==> src/rtl/game_flow_ctrl_param_if.sv <==
// ---------------------------------------------------------------------------
// game_flow_ctrl_param_if
// Phase handshake bundle between the game sequencer and its surroundings
// (title screen, VGA drawing controller, datapath controller).
//   master : drives the done/level inputs, observes the phase strobes
//   slave  : the sequencer itself
// Signals:
//   start_display_done, begin_done, tower_done, car_done, end_display_done,
//   life_lost_in, pause_req, restart           -> into the sequencer
//   wait_start .. game_over_out (one-hot), stage_idx[3:0], lives_left[3:0],
//   timeout_flag                               <- from the sequencer
// ---------------------------------------------------------------------------
interface game_flow_ctrl_param_if;
    logic       start_display_done;
    logic       begin_done;
    logic       tower_done;
    logic       car_done;
    logic       end_display_done;
    logic       life_lost_in;
    logic       pause_req;
    logic       restart;

    logic       wait_start;
    logic       stage_begin;
    logic       draw_tower;
    logic       in_progress;
    logic       stage_done;
    logic       life_lost;
    logic       paused;
    logic       win;
    logic       game_over_out;
    logic [3:0] stage_idx;
    logic [3:0] lives_left;
    logic       timeout_flag;

    modport master (
        output start_display_done, begin_done, tower_done, car_done,
               end_display_done, life_lost_in, pause_req, restart,
        input  wait_start, stage_begin, draw_tower, in_progress, stage_done,
               life_lost, paused, win, game_over_out, stage_idx, lives_left,
               timeout_flag
    );

    modport slave (
        input  start_display_done, begin_done, tower_done, car_done,
               end_display_done, life_lost_in, pause_req, restart,
        output wait_start, stage_begin, draw_tower, in_progress, stage_done,
               life_lost, paused, win, game_over_out, stage_idx, lives_left,
               timeout_flag
    );
endinterface

==> src/rtl/game_flow_ctrl_param.sv <==
// ---------------------------------------------------------------------------
// game_flow_ctrl_param
// Parametrised game sequencer: walks NUM_STAGES stages through
// begin -> draw-tower -> in-progress -> stage-done, with a lives budget
// (stage retry on life loss), pause while in play, an optional per-phase
// watchdog that forces a stuck draw/display phase forward, and restart
// from WIN / GAME_OVER.
// Ports:
//   clk    : system clock, rising edge
//   reset  : asynchronous, active-high
//   bus    : game_flow_ctrl_param_if.slave (handshakes in, strobes out)
// Outputs are Moore: decoded only from registered state/counters.
// ---------------------------------------------------------------------------
module game_flow_ctrl_param #(
    parameter int unsigned NUM_STAGES = 3,
    parameter int unsigned LIVES      = 3,
    parameter int unsigned TIMEOUT    = 0,
    parameter int unsigned TMO_W      = 24
) (
    input  logic                   clk,
    input  logic                   reset,
    game_flow_ctrl_param_if.slave  bus
);

    typedef enum logic [3:0] {
        S_WAIT_START  = 4'd0,
        S_BEGIN       = 4'd1,
        S_DRAW_TOWER  = 4'd2,
        S_IN_PROGRESS = 4'd3,
        S_PAUSED      = 4'd4,
        S_STAGE_DONE  = 4'd5,
        S_LIFE_LOST   = 4'd6,
        S_WIN         = 4'd7,
        S_GAME_OVER   = 4'd8
    } state_t;

    localparam logic [3:0]       LAST_STAGE = 4'(NUM_STAGES - 1);
    localparam logic [3:0]       LIVES_INIT = 4'(LIVES);
    localparam logic [TMO_W-1:0] TMO_LAST   = TMO_W'((TIMEOUT == 0) ? 0 : TIMEOUT - 1);

    state_t             state_q, state_d;
    logic [3:0]         stage_q, stage_d;
    logic [3:0]         lives_q, lives_d;
    logic [TMO_W-1:0]   wd_q, wd_d;
    logic               tflag_q, tflag_d;

    logic               wd_active;
    logic               done_exp;
    logic               expire;
    logic               advance;

    always_ff @(posedge clk or posedge reset) begin
        if (reset) begin
            state_q <= S_WAIT_START;
            stage_q <= '0;
            lives_q <= LIVES_INIT;
            wd_q    <= '0;
            tflag_q <= 1'b0;
        end else begin
            state_q <= state_d;
            stage_q <= stage_d;
            lives_q <= lives_d;
            wd_q    <= wd_d;
            tflag_q <= tflag_d;
        end
    end

    always_comb begin
        state_d   = state_q;
        stage_d   = stage_q;
        lives_d   = lives_q;
        tflag_d   = tflag_q;
        wd_active = 1'b0;
        done_exp  = 1'b0;

        // Which done the watched phases are waiting for.
        case (state_q)
            S_BEGIN:      begin wd_active = 1'b1; done_exp = bus.begin_done;       end
            S_DRAW_TOWER: begin wd_active = 1'b1; done_exp = bus.tower_done;       end
            S_STAGE_DONE: begin wd_active = 1'b1; done_exp = bus.end_display_done; end
            S_LIFE_LOST:  begin wd_active = 1'b1; done_exp = bus.end_display_done; end
            default:      begin wd_active = 1'b0; done_exp = 1'b0;                 end
        endcase

        expire  = (TIMEOUT != 0) && wd_active && (wd_q == TMO_LAST);
        advance = done_exp || expire;

        // Only a forced advance marks the flag; a real done on the expiry
        // cycle counts as a normal completion.
        if (expire && !done_exp) begin
            tflag_d = 1'b1;
        end

        case (state_q)
            S_WAIT_START: begin
                if (bus.start_display_done) state_d = S_BEGIN;
            end
            S_BEGIN: begin
                if (advance) state_d = S_DRAW_TOWER;
            end
            S_DRAW_TOWER: begin
                if (advance) state_d = S_IN_PROGRESS;
            end
            S_IN_PROGRESS: begin
                if (bus.car_done) begin
                    state_d = S_STAGE_DONE;
                end else if (bus.life_lost_in) begin
                    if (lives_q <= 4'd1) begin
                        state_d = S_GAME_OVER;
                        lives_d = '0;
                    end else begin
                        state_d = S_LIFE_LOST;
                        lives_d = lives_q - 4'd1;
                    end
                end else if (bus.pause_req) begin
                    state_d = S_PAUSED;
                end
            end
            S_PAUSED: begin
                if (!bus.pause_req) state_d = S_IN_PROGRESS;
            end
            S_STAGE_DONE: begin
                if (advance) begin
                    if (stage_q >= LAST_STAGE) begin
                        state_d = S_WIN;
                    end else begin
                        state_d = S_BEGIN;
                        stage_d = stage_q + 4'd1;
                    end
                end
            end
            S_LIFE_LOST: begin
                if (advance) state_d = S_BEGIN;
            end
            S_WIN, S_GAME_OVER: begin
                if (bus.restart) begin
                    state_d = S_WAIT_START;
                    stage_d = '0;
                    lives_d = LIVES_INIT;
                end
            end
            default: begin
                state_d = S_WAIT_START;
                stage_d = '0;
                lives_d = LIVES_INIT;
            end
        endcase

        // Counter measures time spent in the current watched phase.
        if ((state_d != state_q) || !wd_active) begin
            wd_d = '0;
        end else begin
            wd_d = wd_q + TMO_W'(1);
        end
    end

    assign bus.wait_start    = (state_q == S_WAIT_START);
    assign bus.stage_begin   = (state_q == S_BEGIN);
    assign bus.draw_tower    = (state_q == S_DRAW_TOWER);
    assign bus.in_progress   = (state_q == S_IN_PROGRESS);
    assign bus.paused        = (state_q == S_PAUSED);
    assign bus.stage_done    = (state_q == S_STAGE_DONE);
    assign bus.life_lost     = (state_q == S_LIFE_LOST);
    assign bus.win           = (state_q == S_WIN);
    assign bus.game_over_out = (state_q == S_GAME_OVER);
    assign bus.stage_idx     = stage_q;
    assign bus.lives_left    = lives_q;
    assign bus.timeout_flag  = tflag_q;

endmodule

==> src/flat_wrapper.sv <==
// flat-port wrapper written by rule: the top's interface ports become plain ports
module game_flow_ctrl_param_flat 
#(
    parameter int unsigned NUM_STAGES = 3,
    parameter int unsigned LIVES      = 3,
    parameter int unsigned TIMEOUT    = 0,
    parameter int unsigned TMO_W      = 24
)
  (clk, reset, bus_start_display_done, bus_begin_done, bus_tower_done, bus_car_done, bus_end_display_done, bus_life_lost_in, bus_pause_req, bus_restart, bus_wait_start, bus_stage_begin, bus_draw_tower, bus_in_progress, bus_stage_done, bus_life_lost, bus_paused, bus_win, bus_game_over_out, bus_stage_idx, bus_lives_left, bus_timeout_flag);
  game_flow_ctrl_param_if bus_i ();
  input  logic clk;
  input  logic reset;
  input wire logic [$bits(bus_i.start_display_done)-1:0] bus_start_display_done;
  input wire logic [$bits(bus_i.begin_done)-1:0] bus_begin_done;
  input wire logic [$bits(bus_i.tower_done)-1:0] bus_tower_done;
  input wire logic [$bits(bus_i.car_done)-1:0] bus_car_done;
  input wire logic [$bits(bus_i.end_display_done)-1:0] bus_end_display_done;
  input wire logic [$bits(bus_i.life_lost_in)-1:0] bus_life_lost_in;
  input wire logic [$bits(bus_i.pause_req)-1:0] bus_pause_req;
  input wire logic [$bits(bus_i.restart)-1:0] bus_restart;
  output wire logic [$bits(bus_i.wait_start)-1:0] bus_wait_start;
  output wire logic [$bits(bus_i.stage_begin)-1:0] bus_stage_begin;
  output wire logic [$bits(bus_i.draw_tower)-1:0] bus_draw_tower;
  output wire logic [$bits(bus_i.in_progress)-1:0] bus_in_progress;
  output wire logic [$bits(bus_i.stage_done)-1:0] bus_stage_done;
  output wire logic [$bits(bus_i.life_lost)-1:0] bus_life_lost;
  output wire logic [$bits(bus_i.paused)-1:0] bus_paused;
  output wire logic [$bits(bus_i.win)-1:0] bus_win;
  output wire logic [$bits(bus_i.game_over_out)-1:0] bus_game_over_out;
  output wire logic [$bits(bus_i.stage_idx)-1:0] bus_stage_idx;
  output wire logic [$bits(bus_i.lives_left)-1:0] bus_lives_left;
  output wire logic [$bits(bus_i.timeout_flag)-1:0] bus_timeout_flag;
  assign bus_i.start_display_done = bus_start_display_done;
  assign bus_i.begin_done = bus_begin_done;
  assign bus_i.tower_done = bus_tower_done;
  assign bus_i.car_done = bus_car_done;
  assign bus_i.end_display_done = bus_end_display_done;
  assign bus_i.life_lost_in = bus_life_lost_in;
  assign bus_i.pause_req = bus_pause_req;
  assign bus_i.restart = bus_restart;
  assign bus_wait_start = bus_i.wait_start;
  assign bus_stage_begin = bus_i.stage_begin;
  assign bus_draw_tower = bus_i.draw_tower;
  assign bus_in_progress = bus_i.in_progress;
  assign bus_stage_done = bus_i.stage_done;
  assign bus_life_lost = bus_i.life_lost;
  assign bus_paused = bus_i.paused;
  assign bus_win = bus_i.win;
  assign bus_game_over_out = bus_i.game_over_out;
  assign bus_stage_idx = bus_i.stage_idx;
  assign bus_lives_left = bus_i.lives_left;
  assign bus_timeout_flag = bus_i.timeout_flag;
  game_flow_ctrl_param #(.NUM_STAGES(NUM_STAGES), .LIVES(LIVES), .TIMEOUT(TIMEOUT), .TMO_W(TMO_W)) u_core (.clk(clk), .reset(reset), .bus(bus_i));
endmodule
==> config.mk <==
export PLATFORM = sky130hd
export DESIGN_NAME = game_flow_ctrl_param_flat
export DESIGN_NICKNAME = d
export VERILOG_FILES = /design/src/rtl/game_flow_ctrl_param_if.sv /design/src/rtl/game_flow_ctrl_param.sv /design/src/flat_wrapper.sv
export SDC_FILE = /design/constraint.sdc
export NUM_CORES = 1
export LEC_CHECK = 0
export BUFFER_PORTS_ARGS = -buffer_cell sky130_fd_sc_hd__buf_2
export CELL_PAD_IN_SITES_DETAIL_PLACEMENT = 1
export CELL_PAD_IN_SITES_GLOBAL_PLACEMENT = 1
export CORE_MARGIN = 1.5
export CORE_UTILIZATION = 41
export DETAILED_ROUTE_END_ITERATION = 8
export GPL_TIMING_DRIVEN = 1
export PLACE_DENSITY_LB_ADDON = 0.1
export SYNTH_ARGS = -nofsm -noshare
export SYNTH_HDL_FRONTEND = slang
export SYNTH_SLANG_ARGS = --single-unit
==> constraint.sdc <==
create_clock -name clk -period 3.05 [get_ports clk]
set_input_delay 0.1525 -clock clk [delete_from_list [all_inputs] [get_ports clk]]
set_output_delay 0.1525 -clock clk [all_outputs]
set_load 0.02 [all_outputs]
Word-level counts from Yosys, hierarchy flattened
Cells that the tools add are included.

operators by class
  order comparisons = 2
  mux-type cells = 22
  reduce and logical (&&, ||, !) cells = 8
  add/subtract/negate cells = 2
  bitwise logic cells = 2
  equality and inequality tests = 19

operator list
  operator             number
  $mux 4               17
  $pmux 4 s8           1
  $pmux 4 s3           2
  $eq 4x3->1 const B   4
  $ne 2x2->1 const B   6
  $reduce_or 6->1      2
  $eq 4x2->1 const B   2
  $ne 2x1->1 const B   4
  $reduce_and 4->1     2
  $reduce_and 8->1     1
  $add 4x1->4 const B  1
  $eq 4x1->1 const B   1
  $eq 4x4->1 const B   1
  $ge 4x2->1 const B   1
  $le 4x1->1 const B   1
  $logic_not 4->1      1
  $ne 4x4->1 const B   1
  $reduce_or 2->1      2
  $sub 4x1->4 const B  1
  $mux 3               1
  $pmux 1 s3           1
  $not 1->1            2

storage, ports and cells
  output and inout port bits = 18
  input port bits = 10
  logic and storage cells = 58
  register bits = 12

Depth between registers and ports, before layout
Gate-level depths: netlist of the first run.

  depth in word-level cells = 5
  gate-level depth with buffers = 7

Least setup slack after synthesis of the first run
Ideal clock, no wire load.

  path type = register -> register
  from = reg u_core.state_q[0]
  to = reg u_core.state_q[2]
  cell stages (with the launch flop) = 7
  arrival time = 1814 ps
  required time = 2925 ps
  setup slack = 1111 ps
  clock period less this slack = 1939 ps
  path buffers = 1
  cell sequence = dfrtp_1 > buf_6 > nor4b_2 > o21bai_4 > a221oi_4 > o311ai_2 > mux2_4

between the ends
  elaborated cells between the ends (all ways) = 22

RTL lines
  element                            line                        RTL
  start: declaration                 game_flow_ctrl_param.sv:41  state_t state_q, state_d;
  start signal: assignment           game_flow_ctrl_param.sv:60  state_q <= state_d;
  $eq 4x4->1 *                       n/a
  via bus_game_over_out              flat_wrapper.sv:29          output wire logic [$bits(bus_i.game_over_out)-1:0] bus_game_over_out;
  $reduce_or 2->1 *                  game_flow_ctrl_param.sv:94  case (state_q)
  $ne 2x2->1 (no source line)        n/a
  $reduce_and 8->1 (no source line)  n/a

Mark *: on every way through the listed nets, which the timed path passes. The rest lies on a longest branch.
A chain may end at the register's enable or synchronous reset.

Worst setup path after layout of the first run
  from = reg u_core.state_q[1]
  to = reg u_core.state_q[2]

between the ends
  cells in the longest elaborated chain, start to end = 5
  elaborated cells between the ends (all ways) = 22

ends and longest elaborated chain
  element                            line                                                    RTL
  $eq 4x3->1                         game_flow_ctrl_param.sv:77, game_flow_ctrl_param.sv:94
  $reduce_or 2->1 (no source line)   n/a
  $pmux 1 s3                         game_flow_ctrl_param.sv:77                              case (state_q)
  $ne 2x1->1 (no source line)        n/a
  $reduce_and 8->1 (no source line)  n/a

Parallel ways exist; a longest one is shown, timed or not.

==> reports/metrics.yaml, run 1 <==
yosys:
  syn-num-nets: 129
  synthMuxAreaShare_pct: 2.44
  synth_compound_area_share_pct: 25.5
  yosysSeqAreaShare_pct: 29.5
  synthArstFlopShare_pct: 100
  synth_edf_count: 0
  post_synth_and_or_nand_nor_area_fraction_pct: 25.0
  synth_top_family_by_area: "compound AO/OA/AOI/OAI gates"
  synth_area_um2: 1020
  yosysWarnings: 0
  synth_seq_cells: 12
  yosys.area_share.adder_pct: 4.88
  synth_flop_cell: "dfrtp_1"
  postSynthAreaPerCell_um2: 8.91
  synth-xor-area-share_pct: 0.855
  synth.distinct_cells: 45
  synthCells: 115
final_layout:
  area_growth_pct: 13.7
  drive_gt1_share_pct: 30.2
  antenna_cells: 0
  nNetsFinal: 154
drt:
  vias: 898
  ant_nets: 0
  dr.pass1.iters: 4
  wl_per_cell_um: 14.7
  postRouteWirelength_um: 2460
  drtIter0Drc: 12
  via_per_inst: 5.38
  drc: 0
critical_path:
  reg2reg_to: "u_core.state_q[2]$_DFFE_PP0P_"
  crit_path_end_kind: "register"
  crit_chain: "nand3b_1, a211oi_1, o311ai_2, mux2_4"
  max_stage_delay_ns: 0.61
  crit_arrival_ns: 2.23
  crit_required_ns: 3.22
  cp_max_fo: 16
  setup.worst_path.class: "register to register"
  start_kind: "register"
  r2r_slack_ns: 0.99
  cp_slowest_cell: "a211oi_1"
  reg2reg_depth: 4
  rr_startpoint: "u_core.state_q[1]$_DFFE_PP0P_"
clock_tree:
  cts_tree: "done"
  numCtsBuffers: 3
  post_cts_resized: 0
  clock_path_buffers: 2
  clkSlewWorstSetupHoldPaths_ns: 0.08
  clock_sinks: 12
  htreeDepth: 1
  clock_latency_ns: 0.28
  root_buffer: "clkbuf_4"
sta:
  fin_tns_setup_ns: 0
  drv_slew: 0
  fin_crit_sh_pct: 67.6
  worst_pin_slew_ns: 0.669
  relSlewSlack_pct: 55.1
  whs_ns: 0.242
  setup_viol: 0
  finalClockSkew_ns: 0.00732
  min_period_ns: 2.06
  max_freq_ghz: 0.485
  hold_viol_final: 0
  rsz0062_at_grt: "no"
power_and_ir_drop:
  power_density_nw_per_um2: 933
  leakage_uw: 0.000564
  irDropWorstVdd_mv: 0.467
floorplan:
  dieArea_um2: 2810
  core-area_um2: 2280
  num_rows: 17
  start_util_pct: 45.0
  die_w_um: 53.0
  die_h_um: 53.0
  io_pins: 28
placement:
  routabilityCongestion: 0.826
  io_buffer_count: 26
  hpwl_um: 1940
flow_run:
  max_cap_violations: 0
worst_hold_path:
  min_path_cells: 4
  worstHoldStart: "bus_end_display_done"
  min_path_type: "input port to register"
  min_to: "u_core.bus.stage_idx[0]$_DFFE_PP0P_"
global_route:
  grt_max_degree: 19
  grt.total_usage_pct: 20.1
  grt_pass1_vias: 905
  grt_pass1_wl_um: 4140
  grt_remaining_overflow: 0
  antenna_found_initial: 0
status:
  outcome: "completed"
Yosys cell counts (all sizes together) (2+ instances only):
library cell,number,area (µm²)
o21ai,8,40.0
a211oi,2,15.0
nand2b,4,32.5
a21oi,9,45.0
nand3b,2,15.0
dfstp,2,52.6
nor2,13,56.3
o211ai,3,22.5
or3,2,12.5
inv,10,37.5
dfrtp,10,250
buf,8,78.8
a22o,2,17.5
nor3,7,35.0
nand2,5,18.8
ha,4,50.1
state kept, by name (all words and copies together) (netlist names):
name / flops
u_core.state_q: 4
u_core.bus.lives_left: 4
u_core.bus.stage_idx: 4
worst max-delay path: cells and delay by family, from the launching register on:
kind,cells,cell delay (ns)
flops,1,0.56
compound gates,2,0.83
simple gates,1,0.24
mux,1,0.33
cell usage in the layout, fill, tap and decap left out, types with 2 or more instances in the layout:
| master | count |
|---|---|
| a21oi_1 | 9 |
| nor3_1 | 7 |
| o21ai_0 | 8 |
| ha_1 | 4 |
| clkbuf_4 | 3 |
| nand2b_1 | 3 |
| buf_2 | 26 |
| a211oi_1 | 2 |
| dfstp_2 | 2 |
| or3_1 | 2 |
| a22o_1 | 2 |
| nand3b_1 | 2 |
| dfrtp_1 | 10 |
| inv_1 | 10 |
| nor2_1 | 12 |
| o211ai_1 | 3 |
| nand2_1 | 5 |
worst max-delay path by stage:
stage	startpoint	end
2_1_floorplan	u_core.state_q[0]$_DFFE_PP0P_	u_core.state_q[2]$_DFFE_PP0P_
3_3_place_gp	u_core.state_q[1]$_DFFE_PP0P_	u_core.state_q[2]$_DFFE_PP0P_
3_5_place_dp	u_core.state_q[1]$_DFFE_PP0P_	u_core.state_q[2]$_DFFE_PP0P_
4_1_cts	u_core.state_q[1]$_DFFE_PP0P_	u_core.state_q[2]$_DFFE_PP0P_
5_1_grt	u_core.state_q[1]$_DFFE_PP0P_	u_core.state_q[2]$_DFFE_PP0P_
6_report	u_core.state_q[1]$_DFFE_PP0P_	u_core.state_q[2]$_DFFE_PP0P_
through the flow:
stage	cells	utilization, %	setup slack (ns)	total power (µW)	area, µm²
detailed placement	162	49.1	0.974	964	1120
CTS	167	51.2	0.967	1100	1160
floorplan	115	-	1.11	848	1020
global placement	162	49.1	1.13	950	1120
finish	167	51.2	0.989	1090	1160
global route	167	51.2	0.853	1180	1160
logic make-up after synthesis:
kind of cell / Yosys count
multiplexers: 2
adder cells (fa/ha/maj): 4
AO/OA/AOI/OAI: 34
XOR/XNOR: 1
buffers and inverters: 18
flip-flops: 12
AND/OR/NAND/NOR: 43
other: 1
repair_timing:
action                    4_1_cts  5_1_grt
hold buffers                    1        0
buffers inserted                0        0
hold endpoints to repair       10        0
report_power, final:
group	switching [µW]	leakage (µW)	internal (µW)
combinational	375	0.000389	268
clock	57.2	0.0000210	72.6
sequential	103	0.000154	212
layout make-up:
type	instances	area, µm²
multi-input combinational	85	606
sequential	12	303
inverter	10	37.5
timing repair buffer	28	148
tap	28	35.0
clock buffer	4	36.3
fill	291	1110
layer usage:
| layer | routed length, µm | vias to the layer above | track usage, % |
|---|---|---|---|
| met5 | 0 | - | 0 |
| met3 | 73 | 4 | 3.39 |
| met4 | 27 | 0 | 6.41 |
| met2 | 1190 | 18 | 34.0 |
| met1 | 1170 | 424 | 26.1 |
| li1 | - | 452 | - |
Note: power is estimated with default switching activity, not from simulation.
==> inputs of run 2 (changes only) <==
--- a/config.mk
+++ b/config.mk
@@ -5,11 +5,12 @@
 export SDC_FILE = /design/constraint.sdc
 export NUM_CORES = 1
 export LEC_CHECK = 0
+export ABC_AREA = 1
 export BUFFER_PORTS_ARGS = -buffer_cell sky130_fd_sc_hd__buf_2
 export CELL_PAD_IN_SITES_DETAIL_PLACEMENT = 1
 export CELL_PAD_IN_SITES_GLOBAL_PLACEMENT = 1
 export CORE_MARGIN = 1.5
-export CORE_UTILIZATION = 41
+export CORE_UTILIZATION = 31
 export DETAILED_ROUTE_END_ITERATION = 8
 export GPL_TIMING_DRIVEN = 1
 export PLACE_DENSITY_LB_ADDON = 0.1
==> constraint.sdc (replaced) <==
create_clock -name clk -period 1.7 [get_ports clk]
set_input_delay 0.085 -clock clk [delete_from_list [all_inputs] [get_ports clk]]
set_output_delay 0.085 -clock clk [all_outputs]
set_load 0.02 [all_outputs]
==> run 2 against run 1 <==
Compared with the run above:
- register-to-register slack worse by 0.84 ns
- utilization shrank 9.8 points
- clock-buffer cell count unchanged
- wire length fell by 0.81%
- final cell count up 19%
- highest routed layer is now met3
==> reports/metrics.yaml, run 2 <==
drt:
  dr.pass1.iters: 6  # was 4
  drtIter0Drc: 25  # was 12
  wl_per_cell_um: 12.3  # was 14.7 µm
  drc: 0  # unchanged
  vias: 942  # was 898
  postRouteWirelength_um: 2440  # was 2460 µm
  via_per_inst: 4.76  # was 5.38
  ant_nets: 0  # unchanged
floorplan:
  num_rows: 19  # was 17
  dieArea_um2: 3370  # was 2810 µm²
  io_pins: 28  # unchanged
  start_util_pct: 33.5  # was 45.0%
  core-area_um2: 2810  # was 2280 µm²
  die_h_um: 58.0  # was 53.0 µm
  die_w_um: 58.0  # was 53.0 µm
final_layout:
  area_growth_pct: 23.6  # was 13.7%
  nNetsFinal: 182  # was 154
  n_fill_cell: 366  # was 291
  mostFrequentLayoutCell: "nand2_1"  # was buf_2
  antenna_cells: 0  # unchanged
  seq_area_um2: 305  # was 303 µm²
  multi_input_area_um2: 542  # was 606 µm²
  drive_gt1_share_pct: 34.7  # was 30.2%
  final_cell_mix: "nand2_1, buf_2, nor2_1"  # was buf_2, nor2_1, inv_1, dfrtp_1, a21oi_1
power_and_ir_drop:
  irDropWorstVdd_mv: 0.801  # was 0.467 mV
  switchingPower_uw: 1110  # was 535 µW
  clkPwrFrac_pct: 11.0  # was 11.9%
  leakage_uw: 0.000700  # was 0.000564 µW
  swShare_pct: 53.1  # was 49.2%
  p_seq_share_pct: 25.0  # was 29.0%
  combPwrFrac_pct: 64.0  # was 59.1%
  power_density_nw_per_um2: 1810  # was 933 nW/µm²
  internal_power_uw: 985  # was 553 µW
critical_path:
  cp_slowest_cell: "dfrtp_1"  # was a211oi_1
  cp_max_fo: 6  # was 16
  crit_required_ns: 1.62  # was 3.22 ns
  setup.worst_path.class: "register to output port"  # was register to register
  start_kind: "register"  # unchanged
  path_buf_inv: 2  # was 0
  crit_arrival_ns: 1.47  # was 2.23 ns
  critPathTopFamily: "flip-flops"  # was compound AO/OA/AOI/OAI gates
  crit_chain: "nor2_2, nand2_2, inv_2, buf_2"  # was nand3b_1, a211oi_1, o311ai_2, mux2_4
  max_stage_delay_ns: 0.46  # was 0.61 ns
  crit_path_end_kind: "output port"  # was register
sta:
  finalClockSkew_ns: 0.00123  # was 0.00732 ns
  max_freq_ghz: 0.645
  fin_tns_setup_ns: 0  # unchanged
  fin_crit_sh_pct: 91.2
  hold_viol_final: 0  # unchanged
  finalWorstSetupSlack_ns: 0.150  # was 0.989 ns
  min_period_ns: 1.55
  setup_viol: 0  # unchanged
  rsz0062_at_grt: "no"  # unchanged
  drv_slew: 0  # unchanged
placement:
  dp_slack_ns: 0.132  # was 0.974 ns
  hpwl_um: 2030  # was 1940 µm
  routabilityCongestion: 0.859  # was 0.826
  io_buffer_count: 26  # unchanged
yosys:
  yosys-top-cells-area: "dfrtp_1, nand2_1, nor2_1"  # was dfrtp_1, dfstp_2, ha_1
  synth_edf_count: 0  # unchanged
  yosys.area.top_type: "dfrtp_1"  # unchanged
  yosysWarnings: 0  # unchanged
  synthArstFlopShare_pct: 100  # unchanged
  synth_flop_cell: "dfrtp_1"  # unchanged
  synth.distinct_cells: 27  # was 45
  synth_seq_cells: 12  # unchanged
  yosysSeqAreaShare_pct: 32.3  # was 29.5%
  synthCells: 136  # was 115
  synth.top_cells.by_count: "nand2_1, nor2_1, inv_1"  # was nor2_1, dfrtp_1, inv_1
  synth.most_common_cell: "nand2_1"  # was nor2_1
  synth_area_um2: 938  # was 1020 µm²
  synthDominantCellAreaShare_pct: 26.7  # was 24.4%
  syn-num-nets: 150  # was 129
  postSynthAreaPerCell_um2: 6.90  # was 8.91 µm²
clock_tree:
  htreeDepth: 1  # unchanged
  cts_tree: "done"  # unchanged
  clkSlewWorstSetupHoldPaths_ns: 0.08  # about the same
  numCtsBuffers: 3  # unchanged
  root_buffer: "clkbuf_4"  # unchanged
  cts_setup_buffers: 0  # unchanged
  clock_latency_ns: 0.28  # about the same
  clock_sinks: 12  # unchanged
  clock_path_buffers: 2  # unchanged
flow_run:
  max_cap_violations: 0  # unchanged
global_route:
  antenna_found_initial: 0  # unchanged
  grt_remaining_overflow: 0  # unchanged
  grt_pass1_vias: 981  # was 905
  grt.total_usage_pct: 16.4  # was 20.1%
  grt_pass1_wl_um: 4290  # was 4140 µm
  grt_max_degree: 13  # was 19
status:
  outcome: "completed"  # unchanged
worst_hold_path:
  min_path_type: "input port to register"  # unchanged
## run 2: cell count changes in the layout (fill, tap and decap cells not counted), sizes merged, moves of 2 or more
cell	change
nand2b	-4
o21ai	+2
a22o	-2
nor3	-6
nand3b	-2
inv	+14
nand2	+32
a21oi	-6
or3	-2
nor2	+9
a211oi	-2
nand3	+9
## run 2: routing by layer
layer | wire (µm) | global-route usage, %
met1 | 1180 | 22.4
met2 | 1170 | 26.0
met3 | 97 | 4.69
met4 | 0 | 3.32
met5 | 0 | 0
## run 2: logic make-up after synthesis
| kind of cell | count (synthesis) | synth area share (%) |
|---|---|---|
| flops | 12 | 32.3 |
| fa+ha+maj | 4 | 5.33 |
| other cells | 1 | 0.400 |
| xor+xnor | 2 | 1.87 |
| compound gates | 20 | 14.4 |
| buf+inv | 25 | 10.4 |
| simple gates | 72 | 35.3 |
## run 2: power groups by stage
| stage | clock, µW | combinational, µW | sequential, µW |
|---|---|---|---|
| floorplan | 0 | 907 | 556 |
| global placement | 0 | 1320 | 521 |
| detailed placement | 0 | 1340 | 528 |
| CTS | 240 | 1350 | 522 |
| global route | 254 | 1540 | 544 |
| finish | 230 | 1340 | 524 |
## run 2: repair_timing
item,4_1_cts,5_1_grt
hold endpoints to repair,10,0
hold buffers,1,0
setup endpoints to repair,0,2
gates resized for setup,0,3
## run 2: metrics by stage
stage | total power [µW] | util, % | area (µm²) | hold WS (ns) | instances
3_3_place_gp | 1840 | 39.5 | 1110 | 0.115 | 193
2_1_floorplan | 1460 | - | 938 | -0.0517 | 136
3_5_place_dp | 1870 | 39.5 | 1110 | 0.118 | 193
6_report | 2100 | 41.3 | 1160 | 0.192 | 198
4_1_cts | 2110 | 41.1 | 1150 | 0.189 | 198
5_1_grt | 2330 | 41.3 | 1160 | 0.231 | 198
## run 2: area by class of cell
cell class	instances	area share (%)
timing repair buffer	28	12.7
tap	31	3.34
sequential	12	26.3
multi-input combinational	99	46.7
clock buffer	4	3.13
inverter	24	7.77
## run 2: worst min-delay path: cells and delay by family
family / cells / cell delay, ns
buffers and inverters: 1 / 0.11
AND/OR/NAND/NOR: 4 / 0.25
## run 2: final timing paths
check | start | to | slack (ns) | cells after the start
min reg2reg | u_core.bus.lives_left[1]$_DFFE_PP1P_ | u_core.bus.lives_left[1]$_DFFE_PP1P_ | 0.51 | 2
min | bus_life_lost_in | u_core.state_q[3]$_DFFE_PP0P_ | 0.19 | 5
max | u_core.state_q[3]$_DFFE_PP0P_ | bus_in_progress | 0.15 | 4
max in group asynchronous | reset | u_core.bus.lives_left[1]$_DFFE_PP1P_ | 1.01 | 3
max reg2reg | u_core.bus.lives_left[0]$_DFFE_PP1P_ | u_core.state_q[1]$_DFFE_PP0P_ | 0.15 | 8
min in group asynchronous | reset | u_core.bus.lives_left[2]$_DFFE_PP0P_ | 0.35 | 3
==> inputs of run 3 (changes only) <==
--- a/config.mk
+++ b/config.mk
@@ -10,7 +10,8 @@
 export CELL_PAD_IN_SITES_DETAIL_PLACEMENT = 1
 export CELL_PAD_IN_SITES_GLOBAL_PLACEMENT = 1
 export CORE_MARGIN = 1.5
-export CORE_UTILIZATION = 31
+export CORE_UTILIZATION = 33
+export CTS_BUF_LIST = sky130_fd_sc_hd__clkbuf_2
 export DETAILED_ROUTE_END_ITERATION = 8
 export GPL_TIMING_DRIVEN = 1
 export PLACE_DENSITY_LB_ADDON = 0.1
==> run 3 against run 2 <==
Compared with the run above:
- first-iteration DRC count decreased by 12%
- clock skew increased by 0.0031 ns
- combinational power about the same
- power decreased by 2.7%
- clock-buffer cell count decreased by 1
- flip-flop and latch count unchanged
- sequential power increased by 2%
- sequential share of layout area decreased by 0.080 points
- final area decreased by 0.11%
- largest cell class unchanged
- highest routed layer is now met4
==> reports/metrics.yaml, run 3 (synthesized netlist as in run 2, its figures left out) <==
critical_path:
  crit_required_ns: 1.91  # was 1.62 ns
  start_kind: "register"  # unchanged
  crit_arrival_ns: 1.76  # was 1.47 ns
  setup.worst_path.class: "register to register"  # was register to output port
  crit_path_end_kind: "register"  # was output port
  cp_max_fo: 6  # unchanged
floorplan:
  die_w_um: 56.3  # was 58.0 µm
  io_pins: 28  # unchanged
  die_h_um: 56.3  # was 58.0 µm
  start_util_pct: 34.3  # was 33.5%
  num_rows: 19  # unchanged
  dieArea_um2: 3170  # was 3370 µm²
  core-area_um2: 2730  # was 2810 µm²
drt:
  ant_nets: 0  # unchanged
  via_per_inst: 4.89  # was 4.76
  drc: 0  # unchanged
  dr.pass1.iters: 4  # was 6
  postRouteWirelength_um: 2580  # was 2440 µm
  wl_per_cell_um: 12.9  # was 12.3 µm
  vias: 974  # was 942
  drtIter0Drc: 22  # was 25
final_layout:
  nNetsFinal: 183  # was 182
  area_growth_pct: 23.5  # was 23.6%
  mostFrequentLayoutCell: "nand2_1"  # unchanged
  antenna_cells: 0  # unchanged
  final_cell_mix: "nand2_1, buf_2, nor2_1"  # unchanged
  drive_gt1_share_pct: 33.9  # was 34.7%
  finish.utilization_pct: 42.4  # was 41.3%
sta:
  min_period_ns: 1.55  # about the same
  max_freq_ghz: 0.646  # was 0.645 GHz
  finalWorstSetupSlack_ns: 0.153  # was 0.150 ns
  finalClockSkew_ns: 0.00430  # was 0.00123 ns
  hold_viol_final: 0  # unchanged
  setup_viol: 0  # unchanged
  fin_tns_setup_ns: 0  # unchanged
  fin_crit_sh_pct: 91.0  # was 91.2%
  rsz0062_at_grt: "no"  # unchanged
  drv_slew: 0  # unchanged
global_route:
  grt_pass1_wl_um: 4440  # was 4290 µm
  antenna_found_initial: 0  # unchanged
  grt.total_usage_pct: 18.1  # was 16.4%
  grt_max_degree: 13  # unchanged
  grt_remaining_overflow: 0  # unchanged
  grt_pass1_vias: 983  # was 981
power_and_ir_drop:
  leakage_uw: 0.000701  # was 0.000700 µW
  swShare_pct: 55.0  # was 53.1%
  clkPwrFrac_pct: 7.2  # was 11.0%
  irDropWorstVdd_mv: 0.901  # was 0.801 mV
  power_density_nw_per_um2: 1760  # was 1810 nW/µm²
  internal_power_uw: 919  # was 985 µW
  switchingPower_uw: 1120  # was 1110 µW
  p_seq_share_pct: 26.2  # was 25.0%
  combPwrFrac_pct: 66.6  # was 64.0%
placement:
  dp_slack_ns: 0.134  # was 0.132 ns
  io_buffer_count: 26  # unchanged
  routabilityCongestion: 0.849  # was 0.859
  hpwl_um: 2100  # was 2030 µm
clock_tree:
  clock_sinks: 12  # unchanged
  clock_latency_ns: 0.27  # was 0.28 ns
  cts_tree: "done"  # unchanged
  clock_path_buffers: 2  # unchanged
  numCtsBuffers: 3  # unchanged
  htreeDepth: 1  # unchanged
  root_buffer: "clkbuf_2"  # was clkbuf_4
  clkSlewWorstSetupHoldPaths_ns: 0.11  # was 0.08 ns
status:
  outcome: "completed"  # unchanged
flow_run:
  max_cap_violations: 0  # unchanged
worst_hold_path:
  min_path_type: "input port to register"  # unchanged
-- run 3: changes by cell type in the layout (fill, tap and decap cells not counted), sizes merged --
cell,before,now
buf,27,28
clkbuf,4,3
clkinv,0,1
-- run 3: power by group through the flow --
stage | sequential, µW | combinational, µW | clock [µW]
global placement | 526 | 1310 | 0
detailed placement | 535 | 1330 | 0
CTS | 532 | 1330 | 158
finish | 534 | 1360 | 148
global route | 548 | 1530 | 180
floorplan | 556 | 907 | 0
-- run 3: cell type report --
| type | count | area (µm²) |
|---|---|---|
| Fill cell | 375 | 1580 |
| Multi-Input combinational cell | 99 | 552 |
| Timing Repair Buffer | 29 | 155 |
| Clock buffer | 3 | 15.0 |
| Tap cell | 31 | 38.8 |
| Clock inverter | 1 | 3.75 |
| Inverter | 24 | 90.1 |
| Sequential cell | 12 | 304 |
-- run 3: metrics by stage --
stage | std cells | hold WS [ns] | power, µW | instance area, µm²
after floorplan | 136 | -0.0517 | 1460 | 938
after global placement | 193 | 0.115 | 1840 | 1110
after detailed placement | 193 | 0.126 | 1860 | 1110
after CTS | 198 | 0.168 | 2020 | 1140
after global routing | 199 | 0.175 | 2260 | 1160
final | 199 | 0.182 | 2040 | 1160
-- run 3: critical path, cell delays in order (launching register included) --
cell,delay (ns)
dfstp_2,0.55
inv_1,0.08
ha_1,0.23
o21ai_1,0.15
buf_4,0.16
nor2_1,0.05
o21ai_0,0.15
nand2_1,0.07
nand2_1,0.06
-- run 3: final timing paths --
check	start	end	slack, ns	cells after the start
min	bus_life_lost_in	u_core.state_q[3]$_DFFE_PP0P_	0.18	5
max in group asynchronous	reset	u_core.bus.lives_left[1]$_DFFE_PP1P_	0.98	3
min in group asynchronous	reset	u_core.bus.stage_idx[3]$_DFFE_PP0P_	0.36	3
min reg2reg	u_core.bus.lives_left[1]$_DFFE_PP1P_	u_core.bus.lives_left[1]$_DFFE_PP1P_	0.52	2
max	u_core.bus.lives_left[0]$_DFFE_PP1P_	u_core.state_q[2]$_DFFE_PP0P_	0.15	8
max reg2reg	u_core.bus.lives_left[0]$_DFFE_PP1P_	u_core.state_q[2]$_DFFE_PP0P_	0.15	8
-- run 3: timing repair --
| action | 4_1_cts | 5_1_grt |
|---|---|---|
| setup buffers | 0 | 1 |
| setup endpoints to repair | 0 | 4 |
| hold buffers | 1 | 0 |
| gates resized for setup | 0 | 4 |
| endpoints found under the hold margin | 10 | 0 |
-- run 3: per-layer routing --
metal	up-vias	part of all wire, %	global-route usage (%)
met5	-	0	0
met4	0	1.0	5.10
met3	4	3.0	4.84
met2	16	49	30.8
met1	462	47	22.6
li1	492	-	-
